File: src/rtl/scrypt_header_loader.sv
// Header loader for the HMAC-SHA256 key-hash stage: collects twenty 32-bit
// header words, launches the hash stage, captures its result and optionally
// sweeps the nonce (word 19) to produce one result per nonce.
module scrypt_header_loader #(
   parameter int unsigned NONCE_STEP     = 1,
   parameter int unsigned TIMEOUT_CYCLES = 1024
) (
   input  logic         clk,
   input  logic         n_rst,        // active-high asynchronous reset
   input  logic         in_valid,
   output logic         in_ready,
   input  logic [31:0]  in_word,
   input  logic [31:0]  sweep_count,
   input  logic         abort,
   output logic [639:0] hmac_data,
   output logic         hmac_enable,
   input  logic [255:0] hmac_hash,
   input  logic         hmac_done,
   output logic         res_valid,
   input  logic         res_ready,
   output logic [255:0] res_hash,
   output logic [31:0]  res_nonce,
   output logic         busy,
   output logic         timeout_err
);

   localparam int unsigned CntW = (TIMEOUT_CYCLES > 2) ? $clog2(TIMEOUT_CYCLES) : 1;

   typedef enum logic [2:0] {StLoad, StStart, StWait, StResult, StDrain} state_e;

   state_e          state_q;
   logic [4:0]      word_cnt_q;
   logic [31:0]     remaining_q;
   logic [CntW-1:0] wait_cnt_q;
   logic [639:0]    data_q;
   logic            enable_q;
   logic            res_valid_q;
   logic [255:0]    res_hash_q;
   logic [31:0]     res_nonce_q;
   logic            timeout_err_q;

   logic            in_fire;
   logic            wait_expired;
   logic [CntW-1:0] wait_cnt_inc;
   logic [9:0]      slot_lsb;

   assign in_ready     = (state_q == StLoad);
   assign busy         = (state_q != StLoad);
   assign in_fire      = in_valid & in_ready;
   assign wait_cnt_inc = wait_cnt_q + CntW'(1);
   // Expiry is taken on the cycle whose incremented count reaches TIMEOUT_CYCLES-1,
   // so the whole window from the enable pulse spans TIMEOUT_CYCLES cycles.
   assign wait_expired = (wait_cnt_q == CntW'(TIMEOUT_CYCLES - 2));
   // Word i lives at [639-32i -: 32], i.e. its LSB is at 32*(19-i).
   assign slot_lsb     = {5'd19 - word_cnt_q, 5'd0};

   assign hmac_data    = data_q;
   assign hmac_enable  = enable_q;
   assign res_valid    = res_valid_q;
   assign res_hash     = res_hash_q;
   assign res_nonce    = res_nonce_q;
   assign timeout_err  = timeout_err_q;

   // Single-block FSM: header load, hash launch, result handoff, nonce sweep and abort drain.
   always_ff @(posedge clk or posedge n_rst) begin
      if (n_rst) begin
         state_q       <= StLoad;
         word_cnt_q    <= '0;
         remaining_q   <= '0;
         wait_cnt_q    <= '0;
         data_q        <= '0;
         enable_q      <= 1'b0;
         res_valid_q   <= 1'b0;
         res_hash_q    <= '0;
         res_nonce_q   <= '0;
         timeout_err_q <= 1'b0;
      end else begin
         enable_q <= 1'b0;
         unique case (state_q)
            StLoad: begin
               if (abort) begin
                  word_cnt_q <= '0;
               end else if (in_fire) begin
                  data_q[slot_lsb +: 32] <= in_word;
                  if (word_cnt_q == 5'd0) begin
                     remaining_q   <= sweep_count;
                     timeout_err_q <= 1'b0;
                  end
                  if (word_cnt_q == 5'd19) begin
                     word_cnt_q <= '0;
                     enable_q   <= 1'b1;
                     state_q    <= StStart;
                  end else begin
                     word_cnt_q <= word_cnt_q + 5'd1;
                  end
               end
            end
            StStart: begin
               // The enable pulse is already out, so an abort must still drain the stage.
               wait_cnt_q <= '0;
               state_q    <= abort ? StDrain : StWait;
            end
            StWait: begin
               if (abort) begin
                  // A stage that completes in the abort cycle is already idle.
                  if (hmac_done || wait_expired) begin
                     state_q <= StLoad;
                  end else begin
                     wait_cnt_q <= wait_cnt_inc;
                     state_q    <= StDrain;
                  end
               end else if (hmac_done) begin
                  res_hash_q  <= hmac_hash;
                  res_nonce_q <= data_q[31:0];
                  res_valid_q <= 1'b1;
                  state_q     <= StResult;
               end else if (wait_expired) begin
                  timeout_err_q <= 1'b1;
                  state_q       <= StLoad;
               end else begin
                  wait_cnt_q <= wait_cnt_inc;
               end
            end
            StResult: begin
               if (abort) begin
                  res_valid_q <= 1'b0;
                  state_q     <= StLoad;
               end else if (res_ready) begin
                  res_valid_q <= 1'b0;
                  if (remaining_q != 32'd0) begin
                     remaining_q  <= remaining_q - 32'd1;
                     data_q[31:0] <= data_q[31:0] + 32'(NONCE_STEP);
                     enable_q     <= 1'b1;
                     state_q      <= StStart;
                  end else begin
                     state_q <= StLoad;
                  end
               end
            end
            StDrain: begin
               // Hash from an aborted job is discarded; expiry here is silent.
               if (hmac_done || wait_expired) begin
                  state_q <= StLoad;
               end else begin
                  wait_cnt_q <= wait_cnt_inc;
               end
            end
            default: state_q <= StLoad;
         endcase
      end
   end

endmodule

File: config.mk
export PLATFORM = sky130hd
export DESIGN_NAME = scrypt_header_loader
export DESIGN_NICKNAME = d
export VERILOG_FILES = /design/src/rtl/scrypt_header_loader.sv
export SDC_FILE = /design/constraint.sdc
export NUM_CORES = 2
export LEC_CHECK = 0
export ABC_CLOCK_PERIOD_IN_PS = 44200
export BUFFER_PORTS_ARGS = -buffer_cell sky130_fd_sc_hd__buf_2
export CAP_MARGIN = 20
export CORE_AREA = 2 2 493 495
export DETAILED_ROUTE_END_ITERATION = 8
export DIE_AREA = 0 0 495 497
export GPL_TIMING_DRIVEN = 0
export SYNTH_ARGS = -nofsm -noshare
export SYNTH_HDL_FRONTEND = slang
export SYNTH_SLANG_ARGS = --single-unit
File: constraint.sdc
create_clock -name clk -period 44.2 [get_ports clk]
set_input_delay 8.84 -clock clk [delete_from_list [all_inputs] [get_ports clk]]
set_output_delay 8.84 -clock clk [all_outputs]
set_load 0.05 [all_outputs]
==> run_results.csv <==
group,metric,value,unit
final_layout,drive_above_1_share,0.4001,
critical_path,ff2ff_setup_slack,39.47,ns
sta,final_max_slew_viol_count,0,
floorplan,io_pins,1259,
sta,period_needed,11.91,ns
synth,synth_edf_count,0,
global_routing,overflow,0,
routing,detail_route.wl_per_cell,29.70,um
global_routing,gr-usage-met3,0.06694,
critical_path,worstPathArrival,12.52,ns
global_routing,grt_max_degree,134,
clocking,numCtsBuffers,107,
clocking,cts_htree_levels,3,
routing,wirelength,245600,um
clocking,cts_tree,"done",
critical_path,worst_path_most_repeated_cell,"clkbuf_1",
synth,ys.flop_type,"dfrtp_1",
clocking,cts.clk_slew.worst_paths,0.06,ns
sta,tns,0,ns
synth,synth_nets,3889,
sta,worstMarginPinSlew,1.274,ns
synth,ys_types,69,
routing,antenna_left,0,
critical_path,path_cells,"clkbuf_1 -> or3b_1 -> nor4b_2 -> and3_1 -> and2_1 -> clkbuf_1 -> buf_2 -> mux2_2",
floorplan,start_util,0.1667,
placed_design,gp_congestion,0.9246,
global_routing,grtUsageMet1,0.2236,
synth,synth_area,40020,sq um
power,irDropWorstVdd,53.02,uV
routing,vias,36210,
routing,drtIter0Drc,3062,
final_layout,fin_cells,8271,
hold_path,hp-class,"flop to flop",
final_layout,register_area,24550,sq um
sta,fin_ws,32.29,ns
clocking,clock-sinks,981,
floorplan,die_w,495,um
synth,synth_warnings,0,
sta,hold_viol,0,
power,power_density,65.99,nW/um^2
critical_path,crit_path_start_kind,"input pin",
global_routing,antenna_found_initial,122,
global_routing,grtUsageMet2,0.3161,
synth,ys_ff_latch,981,
critical_path,worstPathRequired,44.82,ns
routing,drt-pass1-iter-count,6,
sta,timing.final.crit_share,0.2694,
synth,synthCells,3551,
synth,synth_area_per_cell,11.27,sq um
power,leakagePower,26.98,nW
synth,synthArstFlopShare,1.000,
critical_path,slowest_delay,0.72,ns
synth,synth_top_area_cell,"dfrtp_1",
global_routing,grt_busiest_layer,"met2",
sta,final.setup_skew,0.04371,ns
sta,finalSetupViolations,0,
final_layout,nNetsFinal,5296,
floorplan,die_y,497,um
critical_path,cp-end-kind,"flop",
critical_path,slowest_stage,"clkbuf_1",
placed_design,place_hpwl,199400,um
placed_design,portBuffers,1248,
synth,synthTopCellsByArea,"dfrtp_1, mux2_2, o21ai_0, nand2_1, clkbuf_1",
global_routing,first_global_vias,35470,
final_layout,fillCellCount,26130,
clocking,root_buffer,"clkbuf_16",
sta,rsz0062_at_grt,"no",
outcome,status,"finished clean",
run,cap_violations,0,
global_routing,grt_pass1_wl,322700,um
sta,whs,0.4636,ns
global_routing,grt_use_total,0.1927,
clocking,cts_hold_buf,0,
routing,vias_per_cell,4.378,
placed_design,post-place-ws,31.49,ns
clocking,clock_path_buffers,3,
sta,max_slew_margin,0.1446,
synth,netlist.area_leader.share,0.6134,
floorplan,dieArea,246000,sq um
critical_path,cp_max_fo,10,
final_layout,syn_to_final_growth,37.72,%
floorplan,std_cell_rows,180,
final_layout,multi_input_area,13920,sq um
placed_design,placed_cells,8030,
clocking,cts_resized,0,
routing,route.detailed.drc,0,
clocking,clock_latency,0.77,ns
synth,synth-seq-area-share,0.6134,
clocking,cts_setup_buffers,0,
sta,fmax,83.98,MHz
floorplan,core,240100,sq um
critical_path,criticalPathCategory,"input pin to flop",
power,power,3.637,mW
cell type report:
class / count / share of cell area
inverters: 124 / 0.008581
flip-flops and latches: 981 / 0.4454
well taps: 3185 / 0.07230
diodes: 42 / 0.001907
plain buffers: 280 / 0.02127
repair buffers: 1298 / 0.1299
clock inverters: 61 / 0.01476
clock buffers: 134 / 0.05337
multi-input cells: 2166 / 0.2525
state kept, by name (all words and copies together) (netlist names):
signal and cells:
hmac_data 640, res_hash 256, remaining_q 32, res_nonce 32, wait_cnt_q 10, word_cnt_q 5
state_q 3, hmac_enable 1, res_valid 1, timeout_err 1
cells in the final DEF, fill, tap and decap left out, types with 12 or more instances in the layout:
cell type	count
a21oi_1	39
a22oi_1	12
a31oi_1	40
and3_1	39
and4_1	13
buf_1	12
buf_16	15
buf_2	1280
buf_6	13
buf_8	13
bufinv_16	14
clkbuf_1	214
clkbuf_16	109
clkbuf_2	33
clkbuf_8	12
clkinv_2	18
clkinvlp_4	14
dfrtp_1	981
diode_2	42
ha_1	12
inv_1	123
mux2_2	445
nand2_1	572
nand2b_1	27
nand3_1	141
nand4_1	37
nor2_1	59
nor3_1	34
nor4_1	14
o21ai_0	448
o22a_1	17
o31ai_1	50
synth_stat cells (8+ instances only):
library cell / instances
dfrtp_1: 981
nand2_1: 573
o21ai_0: 448
mux2_2: 445
clkbuf_1: 233
nand3_1: 141
inv_1: 124
nor2_1: 61
o31ai_1: 50
a31oi_1: 40
a21oi_1: 39
and3_1: 39
nand4_1: 37
nor3_1: 35
buf_2: 27
nand2b_1: 27
o22a_1: 17
nor4_1: 16
buf_1: 14
and4_1: 13
a22oi_1: 12
ha_1: 12
a22o_1: 10
o21ai_1: 9
and2_1: 8
or2_2: 8
or3_1: 8
metrics by stage:
| step | util | area [sq um] |
|---|---|---|
| after floorplan | - | 40020 |
| after global placement | 0.2093 | 50250 |
| after detailed placement | 0.2133 | 51210 |
| after CTS | 0.2290 | 54970 |
| after global routing | 0.2292 | 55030 |
| final | 0.2296 | 55120 |
power breakdown:
group	internal (mW)	leakage (nW)	switching (mW)	total, mW
clock	0.557	1.81	0.410	0.967
combinational	0.325	12.6	1.12	1.45
sequential	1.09	12.6	0.132	1.22
worst max-delay path, delay by kind of cell:
family        cells  cell delay (ns)
mux               1             0.39
buf+inv           3             1.52
simple gates      4             1.74
per-layer routing:
layer  routed length, um  up-vias
met5                 364        -
met4               13950       58
met3               24300      491
met2              114100     2163
met1               92950    18300
li1                    -    15200
cells by family (layout without fill, tap and decap cells):
| family | count (synthesis) | after routing | share of synthesized area |
|---|---|---|---|
| xor gates and xnor gates | 6 | 6 | 0.001313 |
| adders and majority gates | 12 | 12 | 0.003752 |
| and+or+nand+nor | 1004 | 1004 | 0.1150 |
| muxes | 446 | 446 | 0.1255 |
| DFF | 981 | 981 | 0.6134 |
| AOI/OAI and AO/OA | 698 | 698 | 0.1012 |
| buffers and inverters | 404 | 1897 | 0.03986 |
| other | 0 | 42 | 0 |
worst paths after layout:
path | from | to | cells past startpoint
worst max register to register | word_cnt_q[1]$_DFFE_PP0P_ | hmac_data[588]$_DFFE_PP0P_ | 9
worst min-delay path | hmac_data[110]$_DFFE_PP0P_ | hmac_data[110]$_DFFE_PP0P_ | 2
max in group asynchronous | n_rst | hmac_data[201]$_DFFE_PP0P_ | 5
worst max-delay path | abort | hmac_data[402]$_DFFE_PP0P_ | 8
worst min register to register | hmac_data[110]$_DFFE_PP0P_ | hmac_data[110]$_DFFE_PP0P_ | 2
min in group asynchronous | n_rst | hmac_data[294]$_DFFE_PP0P_ | 2
(Power assumes the default switching activity.)
